[config.mk]
export PLATFORM = sky130hd
export DESIGN_NAME = uart_tx_arbiter
export DESIGN_NICKNAME = d
export VERILOG_FILES = /design/src/rtl/uart_tx_arbiter.sv
export SDC_FILE = /design/constraint.sdc
export NUM_CORES = 1
export LEC_CHECK = 0
export ABC_AREA = 0
export CORE_ASPECT_RATIO = 0.75
export CORE_UTILIZATION = 47
export DETAILED_ROUTE_END_ITERATION = 8
export PLACE_DENSITY = 0.85
export SYNTH_ARGS = -nofsm -noshare
export SYNTH_HDL_FRONTEND = slang
export SYNTH_SLANG_ARGS = --single-unit
export TNS_END_PERCENT = 30
[constraint.sdc]
create_clock -name clk -period 2 [get_ports clk]
set_input_delay 0.2 -clock clk [delete_from_list [all_inputs] [get_ports clk]]
set_output_delay 0.2 -clock clk [all_outputs]
set_load 0.005 [all_outputs]
[src/rtl/uart_tx_arbiter.sv]
// uart_tx_arbiter: grants one of two byte requesters access to a single UART transmitter,
// with a WAIT-state watchdog. Define ARB_ROUND_ROBIN_EN for round-robin ties; otherwise requester 0 wins.
module uart_tx_arbiter #(
    parameter logic [15:0] TIMEOUT_CYCLES = 16'd50000
) (
    input  logic       clk,
    input  logic       reset,
    input  logic       req0,
    input  logic [7:0] data0,
    input  logic       req1,
    input  logic [7:0] data1,
    output logic       gnt0,
    output logic       gnt1,
    output logic       done0,
    output logic       done1,
    output logic       tx_en,
    output logic [7:0] tx_data,
    input  logic       tx_done,
    output logic       busy,
    output logic       timeout_err
);

    localparam logic [1:0] S_IDLE  = 2'd0;
    localparam logic [1:0] S_START = 2'd1;
    localparam logic [1:0] S_WAIT  = 2'd2;
    localparam logic [1:0] S_DONE  = 2'd3;

    logic [1:0]  state_q, state_d;
    logic [1:0]  gnt_q, gnt_d;          // one-hot {gnt1, gnt0}
    logic [7:0]  tx_data_q, tx_data_d;
    logic [15:0] wd_q, wd_d;
    logic        terr_q, terr_d;
    logic        pick1;
    logic [15:0] wd_inc;
    logic        wd_hit;
`ifdef ARB_ROUND_ROBIN_EN
    logic        last_q, last_d;        // 1 = requester 1 was served last
`endif

    always_comb begin
`ifdef ARB_ROUND_ROBIN_EN
        pick1 = req1 && (!req0 || !last_q);
`else
        pick1 = req1 && !req0;
`endif
    end

    assign wd_inc = (wd_q == 16'hFFFF) ? wd_q : wd_q + 16'd1;
    // Testing the incremented value puts DONE exactly TIMEOUT_CYCLES cycles after tx_en.
    assign wd_hit = (wd_inc >= TIMEOUT_CYCLES - 16'd1);

    always_comb begin
        // NOTE: every signal gets a default first so no path leaves one unassigned (no latches).
        state_d   = state_q;
        gnt_d     = gnt_q;
        tx_data_d = tx_data_q;
        wd_d      = wd_q;
        terr_d    = 1'b0;
`ifdef ARB_ROUND_ROBIN_EN
        last_d    = last_q;
`endif
        case (state_q)
            S_IDLE: begin
                if (req0 || req1) begin
                    state_d   = S_START;
                    gnt_d     = pick1 ? 2'b10 : 2'b01;
                    tx_data_d = pick1 ? data1 : data0;
`ifdef ARB_ROUND_ROBIN_EN
                    last_d    = pick1;
`endif
                end
            end
            S_START: begin
                state_d = S_WAIT;
                wd_d    = 16'd0;
            end
            S_WAIT: begin
                wd_d = wd_inc;
                if (tx_done) begin
                    state_d = S_DONE;
                end else if (wd_hit) begin
                    state_d = S_DONE;
                    terr_d  = 1'b1;
                end
            end
            S_DONE: begin
                state_d = S_IDLE;
                gnt_d   = 2'b00;
            end
            default: begin
                state_d = S_IDLE;
                gnt_d   = 2'b00;
            end
        endcase
    end

    // NOTE: sequential state uses non-blocking assignments so all flops update together.
    always_ff @(posedge clk or negedge reset) begin
        if (!reset) begin
            state_q   <= S_IDLE;
            gnt_q     <= 2'b00;
            tx_data_q <= 8'h00;
            wd_q      <= 16'd0;
            terr_q    <= 1'b0;
`ifdef ARB_ROUND_ROBIN_EN
            last_q    <= 1'b1;
`endif
        end else begin
            state_q   <= state_d;
            gnt_q     <= gnt_d;
            tx_data_q <= tx_data_d;
            wd_q      <= wd_d;
            terr_q    <= terr_d;
`ifdef ARB_ROUND_ROBIN_EN
            last_q    <= last_d;
`endif
        end
    end

    assign gnt0        = gnt_q[0];
    assign gnt1        = gnt_q[1];
    assign done0       = (state_q == S_DONE) && gnt_q[0];
    assign done1       = (state_q == S_DONE) && gnt_q[1];
    assign tx_en       = (state_q == S_START);
    assign tx_data     = tx_data_q;
    assign busy        = (state_q != S_IDLE);
    assign timeout_err = terr_q;

endmodule

Word-level counts from Yosys, hierarchy flattened --
Cells that the tools add are included.
Word-level totals: input port bits 21, memories kept 0, latch bits 0, memory bits (writable) 0, word-level logic and storage cells 38, output and inout bits 15, memory bits (read-only) 0, flip-flop bits (word level) 29
Operators by class: muxes and demuxes 13, div/mod/pow operators 0, reductions and logical operators 12, add/sub/neg operators 1, bitwise operators 0, magnitude comparators 1, multiply operators 0, equal/unequal tests 6, shift operators 0
Operators by type and width (count):
- $pmux 16 s2 | 1
- $add 16x1->16 const B | 1
- $eq 16x16->1 const B | 1
- $ge 16x16->1 const B | 1
- $mux 16 | 1
- $mux 2 | 5
- $mux 8 | 1
- $pmux 2 s4 | 1
- $reduce_and 2->1 | 3
- $reduce_bool 2->1 | 3
- $eq 2x2->1 const B | 2
- $pmux 2 s2 | 1
- $logic_and 1x1->1 | 3
- $mux 1 | 3
- $ne 3x3->1 const B | 1
- $eq 2x1->1 const B | 1
- $logic_not 2->1 | 1
- $ne 2x2->1 const B | 1
- $logic_not 1->1 | 1
- $logic_or 1x1->1 | 1

Logic depth before layout (Yosys ltp) --
Gate-level depths: netlist of run 1.
word-level depth 6, mapped depth 8, depth with buffers taken out 8

Worst setup path before layout of run 1 --
OpenSTA, ideal clock, no wires.
kind register to register, from register wd_q[0], to register state_q[0], setup time 0.124 ns, period minus slack after synthesis 2.065 ns, arrival time 1.941 ns, cell stages (with the launch flop) 9, slack -0.065 ns, data required time 1.876 ns, buffers on the path 0, cells stage by stage dfrtp_1 -> ha_1 -> nand4_4 -> nor2_4 -> a211o_2 -> xor2_2 -> nand3_1 -> o21a_2 -> o31a_1
On the way: cells in the longest elaborated chain, start to end 5, elaborated cells on any way between the ends 6, classes of those cells 1 x add/sub; 1 x order compare; 2 x eq/ne; 1 x mux; 1 x reduce/logical
RTL lines:
- start: declaration | RTL line 31 | logic [15:0] wd_q, wd_d;
- start signal: assignment | RTL line 112 | wd_q <= wd_d;
- $add 16x1->16 / $eq 16x16->1 (equally long branches) | RTL line 48 | assign wd_inc = (wd_q == 16'hFFFF) ? wd_q : wd_q + 16'd1;
- $mux 16 * | RTL line 48
- $ge 16x16->1 * | RTL line 50 | assign wd_hit = (wd_inc >= TIMEOUT_CYCLES - 16'd1);
- $ne 3x3->1 (no line) *
- $reduce_and 2->1 (no line) *
- end signal: assignment | RTL line 109 | state_q <= state_d;
- end: declaration | RTL line 28 | logic [1:0] state_q, state_d;
Mark *: on every way between the ends. The rest lies on a longest branch, timed or not. A chain may end at the register's enable or synchronous reset.

Final worst setup path of run 1 --
from register wd_q[1], to register state_q[0]
The elaborated chain is that of the path after synthesis.

==> results.cfg, run 1 <==
[drt]
firstDrtPassIters = 4
drc = 0
ant_nets = 0
via_per_inst = 5.78
vias = 1900
drtIter0Drc = 113
wl_per_cell_um = 16.2
routed_wirelength_um = 5330

[timing]
rsz0062_at_grt = yes
fin_setup_tns_ns = -0.00508
hold_violations = 0
finalCritPeriodShare_pct = 100
clock_skew_ns = 0.00787
setup-violations-final = 1
hold_slack_ns = 0.288
fin_crit_ns = 2.01
max_slew_margin_pct = 64.9
setup_ws_ns = -0.00508
final-max-slew-violation-count = 0
worst-slew-pin-transition_ns = 0.525
fmax_ghz = 0.499

[power_and_ir_drop]
p_int_mw = 1.62
irDropWorstVdd_v = 0.00134
p_leak_nw = 1.09
p_seq_share_pct = 31.2
p_comb_share_pct = 51.2
power_frac_clock_pct = 17.5
p_total_mw = 2.69
p_sw_share_pct = 39.8
powerDensity_nw_per_um2 = 1010
power.switching_mw = 1.07

[global_routing]
grt_max_degree = 30
grt_pass1_vias = 1831
grt-ovfl-total = 0
antenna_found_initial = 0
grt_pass1_wl_um = 8580
track_usage_pct = 24.9

[floorplan]
fp.dieH_um = 57.7
die_w_um = 76.3
core_sq_um = 3800
rows = 19
ios = 36
die-area_sq_um = 4400
start_util_pct = 51.2

[finish]
n_antenna_cell = 0
fillers = 292
drive_above_1_share_pct = 24.9
fin_area_sq_um = 2650
nNetsFinal = 302
post-route-util_pct = 69.8
area_growth_pct = 36.4
finalNonFillerCells = 329

[clock_network]
h-tree-depth = 2
cts-root-buf = clkbuf_8
cts_made_buffers = 5
clkSlewWorstSetupHoldPaths_ns = 0.06
clk_path_buf_depth = 2
cts_tree = built
clk_latency_ns = 0.29
clock_sinks = 29

[logic_synthesis]
synthArstFlopShare_pct = 100
synth_area_sq_um = 1950
synth_cells = 217
syn_nets = 243
ys_ff_latch = 29
ys.flop_type = dfrtp_1
ys_seq_area_share_pct = 37.3
yosysWarnings = 0
synth_cell_type_count = 54
postSynthAreaPerCell_sq_um = 8.97
synth_enable_flop_cells = 0

[hold_path]
min_path_type = input port to async pin

[critical_path]
critPathCaptureType = flip-flop
crit_arrival_ns = 2.19
crit_type = flip-flop to flip-flop
r2r_slack_ns = -0.005
r2r_start = wd_q[1]$_DFFE_PN0P_
rr_worst_depth = 7
startpoint_type = flip-flop
worstPathRequired_ns = 2.18
startpoint = wd_q[1]$_DFFE_PN0P_
cp_max_fo = 7

[placement]
dp_slack_ns = -0.0376
place_area_sq_um = 2510
hpwlAfterDp_um = 3960
gp_congestion = 0.893
port_buffers = 35
dp.cells = 318

[flow_run]
cap_viol_max_count = 0

[status]
status = finished with violations
failed_checks = setup timing
[kinds of logic after synthesis]
logic type	share of synthesized area (%)
buffers and inverters	6.11
and+or+nand+nor	22.6
xor gates and xnor gates	1.74
adders and majority gates	3.22
muxes	0.514
DFF	37.3
AOI/OAI and AO/OA	28.6
[layout make-up]
class                   count  area [sq um]  area share (%)
multi-input cells         163          1150            43.3
clock inverters             2          10.0           0.377
repair buffers             67           591            22.3
flip-flops and latches     29           729            27.5
well taps                  52          65.1            2.45
inverters                  10          37.5            1.41
clock buffers               6          72.6            2.73
[worst max-delay path: stages (launching register included)]
cell and delay, ns:
dfrtp_1 0.42, ha_4 0.20, nand4_4 0.18, a211oi_2 0.31, a311o_1 0.26, nor3_2 0.06
o21a_2 0.22, o31a_1 0.24
[power groups by stage]
stage	clock [mW]	combinational (mW)	sequential (mW)
3_5_place_dp	0	1.32	0.838
6_report	0.471	1.38	0.840
3_3_place_gp	0	1.28	0.827
2_1_floorplan	0	0.712	0.833
5_1_grt	0.512	1.50	0.853
4_1_cts	0.477	1.34	0.829
[path summary, 6_finish.rpt]
path | end
worst min-delay path | tx_data[0]$_DFFE_PN0P_
max in group asynchronous | wd_q[3]$_DFFE_PN0P_
worst max register to register | state_q[0]$_DFFE_PN0P_
worst min register to register | tx_data[7]$_DFFE_PN0P_
worst max-delay path | state_q[0]$_DFFE_PN0P_
min in group clk | tx_data[7]$_DFFE_PN0P_
[layer usage]
metal	track usage, %	share of wire, %
met1	34.9	47
met3	8.35	6.3
met2	37.2	46
met5	0	0
met4	6.32	1.0
[cells in the mapped netlist, types with 3 or more instances]
cell type | n | area (sq um)
a21oi_1 | 17 | 85.1
a22oi_1 | 10 | 75.1
a41oi_1 | 4 | 35.0
and2_1 | 3 | 18.8
and3_1 | 4 | 25.0
buf_4 | 6 | 45.0
clkbuf_1 | 6 | 22.5
dfrtp_1 | 29 | 726
ha_1 | 5 | 62.6
inv_1 | 10 | 37.5
nand2_1 | 28 | 105
nand3_1 | 10 | 50.1
nand4_1 | 3 | 18.8
nor2_1 | 5 | 18.8
nor2_4 | 3 | 33.8
nor2b_1 | 3 | 18.8
o21ai_0 | 18 | 90.1
o22ai_1 | 4 | 25.0
o31ai_1 | 7 | 52.6
[sequential cells by signal, summed over array words and instances (netlist names)]
register and flops:
state_q 2, tx_data 8, timeout_err 1, gnt_q 2, wd_q 16
[repair_timing]
| item | in CTS | in global routing |
|---|---|---|
| hold endpoints to repair | 0 | 0 |
| setup buffers | 1 | 2 |
| hold buffers | 0 | 0 |
| resized for setup | 2 | 10 |
| pin swaps | 2 | 8 |
| endpoints found under the setup margin | 3 | 3 |
[cell usage in the layout (no fill, tap or decap), drive strengths merged, types with 2 or more instances in the layout]
cell / netlist / routed
clkdlybuf4s50: 0 / 35
buf: 9 / 32
nand2: 29 / 29
dfrtp: 29 / 29
o21ai: 20 / 20
a21oi: 17 / 17
nand3: 12 / 12
inv: 10 / 10
a22oi: 10 / 10
nor2: 9 / 9
o31ai: 7 / 7
clkbuf: 6 / 6
ha: 5 / 5
nand4: 5 / 5
a41oi: 4 / 4
o22ai: 4 / 4
and2: 4 / 4
and3: 4 / 4
nor2b: 3 / 3
a211oi: 3 / 3
nor3: 3 / 3
xnor2: 2 / 2
clkinv: 0 / 2
and4: 2 / 2
o21bai: 2 / 2
o21a: 2 / 2
Power figures use the tool's default switching activity.
==> inputs of run 2 (changes only) <==
CORE_UTILIZATION = 45   (was 47)
PLACE_DENSITY = 0.82   (was 0.85)
==> results.cfg, run 2 (synthesis gave the netlist of run 1 again) <==
[floorplan]
rows = 20
core_sq_um = 4100
ios = 36
die_w_um = 77.9
die-area_sq_um = 4590
start_util_pct = 47.4
fp.dieH_um = 58.9

[clock_network]
cts_tree = built
clkSlewWorstSetupHoldPaths_ns = 0.06
cts-root-buf = clkbuf_8
clk_path_buf_depth = 2
clk_latency_ns = 0.28
cts_made_buffers = 5
h-tree-depth = 2
clock_sinks = 29

[finish]
layout_common_cells = 35 x clkdlybuf4s50_1, 35 x buf_4, 28 x nand2_1, 28 x dfrtp_1, 16 x o21ai_0
area_growth_pct = 37.1
finalNonFillerCells = 334
regArea_sq_um = 727
n_antenna_cell = 0
top_register = wd_q
largest_reg_flops = 16
fillers = 348
drive_above_1_share_pct = 24.4
multi_input_area_sq_um = 1130
post-route-util_pct = 65.0
nNetsFinal = 305
fin_area_sq_um = 2670

[power_and_ir_drop]
p_leak_nw = 1.11
powerDensity_nw_per_um2 = 1010
irDropWorstVdd_v = 0.00134

[critical_path]
crit_type = flip-flop to flip-flop
cpMostUsedCell = buf_4
crit_chain = ha_4 -> nand4_4 -> buf_4 -> buf_4 -> a221oi_2 -> nor3_2 -> o21a_2 -> o31a_1
worstPathRequired_ns = 2.17
cp_max_fo = 8
crit_arrival_ns = 2.22
worst_path_largest_cell_delay_ns = 0.41
startpoint_type = flip-flop
critPathCaptureType = flip-flop
rr_worst_depth = 8
critPathSlowestCell = dfrtp_1

[global_routing]
grt_pass1_vias = 1724
grt_max_degree = 30
grt-ovfl-total = 0
grt_pass1_wl_um = 8890
antenna_found_initial = 0
track_usage_pct = 25.7

[timing]
rsz0062_at_grt = yes
worst-slew-pin-transition_ns = 0.547
setup_ws_ns = -0.0521
fin_crit_ns = 2.05
hold_violations = 0
max_slew_margin_pct = 63.5
fmax_ghz = 0.487
finalCritPeriodShare_pct = 103
setup-violations-final = 3
clock_skew_ns = 0.00675
final-max-slew-violation-count = 0

[drt]
highest_layer = met4
routed-wl-met2_um = 2410
ant_nets = 0
drc = 0
drtIter0Drc = 124
met3WireLength_um = 359
via_per_inst = 5.77
wl_per_cell_um = 16.3
firstDrtPassIters = 4
met1_length_um = 2570
routed_wirelength_um = 5450
vias = 1928

[placement]
hpwlAfterDp_um = 3940
port_buffers = 35
gp_congestion = 0.893
place_area_sq_um = 2510
dp.cells = 321

[flow_run]
cap_viol_max_count = 0

[hold_path]
min_path_type = input port to async pin

[status]
status = finished with violations
failed_checks = setup timing
## run 2: cell type report
| type | count | area share, % |
|---|---|---|
| Multi-Input combinational cell | 163 | 42.5 |
| Tap cell | 55 | 2.58 |
| Inverter | 10 | 1.41 |
| Clock buffer | 7 | 3.24 |
| Sequential cell | 29 | 27.3 |
| Timing Repair Buffer | 70 | 23.0 |
## run 2: final timing paths
kind | startpoint | to | slack [ns]
setup / recovery | wd_q[0]$_DFFE_PN0P_ | state_q[0]$_DFFE_PN0P_ | -0.05
hold / removal | reset | tx_data[7]$_DFFE_PN0P_ | 0.29
setup reg to reg | wd_q[0]$_DFFE_PN0P_ | state_q[0]$_DFFE_PN0P_ | -0.05
hold reg to reg | tx_data[7]$_DFFE_PN0P_ | tx_data[7]$_DFFE_PN0P_ | 0.48
max in group asynchronous | reset | wd_q[2]$_DFFE_PN0P_ | 1.40
min in group clk | tx_data[7]$_DFFE_PN0P_ | tx_data[7]$_DFFE_PN0P_ | 0.48
## run 2: critical path, delay by kind of cell, from the launching register on
family / cells / cell delay, ns
flops: 1 / 0.41
simple gates: 2 / 0.28
buf+inv: 2 / 0.34
fa+ha+maj: 1 / 0.18
compound gates: 3 / 0.72
## run 2: report_power, final
part	internal [mW]	total (mW)	switching [mW]	leakage, nW
Clock	0.272	0.486	0.214	0.0443
Combinational	0.661	1.38	0.716	0.683
Sequential	0.723	0.827	0.104	0.385
## run 2: per-stage QoR
stage	power (mW)	hold slack (ns)	setup WS, ns	TNS, ns
floorplan	1.54	-0.0956	0.00540	0
global placement	2.10	0.463	0.0269	0
detailed placement	2.15	0.470	-0.0119	-0.0119
CTS	2.68	0.310	-0.00195	-0.00195
global route	2.88	0.346	-0.138	-0.461
finish	2.69	0.295	-0.0521	-0.112
## run 2: timing repair
item                                    CTS  global route
pin swaps                                 2             3
hold buffers                              0             0
setup buffers                             5             1
cloned                                    0             0
endpoints found under the setup margin    3             5
resized for setup                         4             4
## run 2: per-layer routing
| layer | vias to the layer above | GRT usage (%) |
|---|---|---|
| met3 | 15 | 6.05 |
| li1 | 928 | - |
| met4 | 0 | 8.99 |
| met5 | - | 0 |
| met2 | 57 | 36.5 |
| met1 | 928 | 38.2 |
==> inputs of run 3 (changes only) <==
SKIP_CTS_REPAIR_TIMING = 1   (was not set)
==> results.cfg, run 3 (synthesis gave the netlist of run 1 again) <==
[status]
failed_checks = setup timing
status = finished with violations

[finish]
fin_area_sq_um = 2660
top_register = wd_q
drive_above_1_share_pct = 24.5
final_common_cell = clkdlybuf4s50_1
layout_common_cells = 35 x clkdlybuf4s50_1, 33 x buf_4, 28 x nand2_1
n_antenna_cell = 0
largest_reg_flops = 16
nNetsFinal = 303
area_growth_pct = 36.7

[floorplan]
die-area_sq_um = 4590
die_w_um = 77.9
fp.dieH_um = 58.9
rows = 20
ios = 36
core_sq_um = 4100
start_util_pct = 47.4

[clock_network]
clkSlewWorstSetupHoldPaths_ns = 0.06
clk_latency_ns = 0.28
cts_made_buffers = 5
h-tree-depth = 2
cts_tree = built
clock_sinks = 29
clk_path_buf_depth = 2
cts-root-buf = clkbuf_8

[timing]
worst-slew-pin-transition_ns = 0.545
max_slew_margin_pct = 63.6
setup-violations-final = 3
finalCritPeriodShare_pct = 103
clock_skew_ns = 0.00728
rsz0062_at_grt = yes
setup_ws_ns = -0.0625
hold_violations = 0
hold_slack_ns = 0.298
final-max-slew-violation-count = 0
fin_setup_tns_ns = -0.152
fmax_ghz = 0.485
fin_crit_ns = 2.06

[drt]
wl_per_cell_um = 16.3
routed_wirelength_um = 5410
vias = 1898
drc = 0
firstDrtPassIters = 4
drtIter0Drc = 134
ant_nets = 0
via_per_inst = 5.72

[global_routing]
grt-ovfl-total = 0
track_usage_pct = 24.9
antenna_found_initial = 0
grt_pass1_wl_um = 8640
grt_max_degree = 30
grt_pass1_vias = 1696

[critical_path]
cp_max_fo = 4
r2r-end = state_q[0]$_DFFE_PN0P_
r2r_start = wd_q[1]$_DFFE_PN0P_
rr_worst_depth = 8
startpoint_type = flip-flop
crit_chain = ha_4 -> nor2b_1 -> o21ai_1 -> o21bai_2 -> a221oi_2 -> nor3_2 -> o21a_2 -> o31a_1
worstPathRequired_ns = 2.16
critPathSlowestCell = dfrtp_2
critPathCaptureType = flip-flop
r2r_slack_ns = -0.06
worst_path_largest_cell_delay_ns = 0.44
crit_type = flip-flop to flip-flop
crit_arrival_ns = 2.23

[power_and_ir_drop]
irDropWorstVdd_v = 0.00133
powerDensity_nw_per_um2 = 1000
p_total_mw = 2.67
p_leak_nw = 1.10

[hold_path]
min_path_type = input port to async pin

[placement]
port_buffers = 35
place_area_sq_um = 2510
hpwlAfterDp_um = 3940
gp_congestion = 0.893
dp_slack_ns = -0.0119

[flow_run]
cap_viol_max_count = 0
-- run 3: changes by cell type in the layout (fill, tap and decap cells not counted) --
cell,delta
dfrtp_2,+3
a211o_4,+1
a21oi_2,-1
a211o_2,-1
a21oi_1,+1
dfrtp_1,-3
buf_4,-2
-- run 3: final cells by class --
| cell class | instances | area [sq um] |
|---|---|---|
| Fill cell | 344 | 1440 |
| Multi-Input combinational cell | 163 | 1140 |
| Sequential cell | 29 | 731 |
| Timing Repair Buffer | 68 | 598 |
| Clock buffer | 7 | 86.3 |
| Tap cell | 55 | 68.8 |
| Inverter | 10 | 37.5 |
-- run 3: power breakdown --
group          total (mW)  switching (mW)  internal [mW]
combinational        1.35           0.703          0.648
clock               0.486           0.214          0.272
sequential          0.836           0.110          0.726
total                2.67            1.03           1.65
-- run 3: worst max-delay path by stage --
stage                              from                     end  slack, ns  cells past startpoint
floorplan           wd_q[0]$_DFFE_PN0P_  state_q[0]$_DFFE_PN0P_      0.005                      8
global placement    wd_q[0]$_DFFE_PN0P_  state_q[0]$_DFFE_PN0P_       0.03                      8
detailed placement  wd_q[1]$_DFFE_PN0P_  state_q[0]$_DFFE_PN0P_      -0.01                      8
CTS                 wd_q[0]$_DFFE_PN0P_  state_q[0]$_DFFE_PN0P_      -0.07                      8
global route        wd_q[1]$_DFFE_PN0P_   timeout_err$_DFF_PN0_      -0.14                      8
finish              wd_q[1]$_DFFE_PN0P_  state_q[0]$_DFFE_PN0P_      -0.06                      8
-- run 3: worst max-delay path, delay by kind of cell (launching register included) --
kind            cells  cell delay [ns]
fa+ha+maj           1             0.24
compound gates      5             1.03
flops               1             0.44
simple gates        2             0.22
-- run 3: per-stage QoR --
stage	std cells	utilization, %
floorplan	217	-
detailed placement	321	61.3
CTS	328	63.4
global placement	321	61.3
global route	332	64.8
finish	332	64.8
-- run 3: layer usage --
layer,vias to the layer above,part of all wire (%),global-route usage (%)
li1,925,-,-
met5,-,0,0
met4,0,1.9,8.99
met3,14,6.6,6.05
met2,57,44,34.0
met1,902,48,37.6
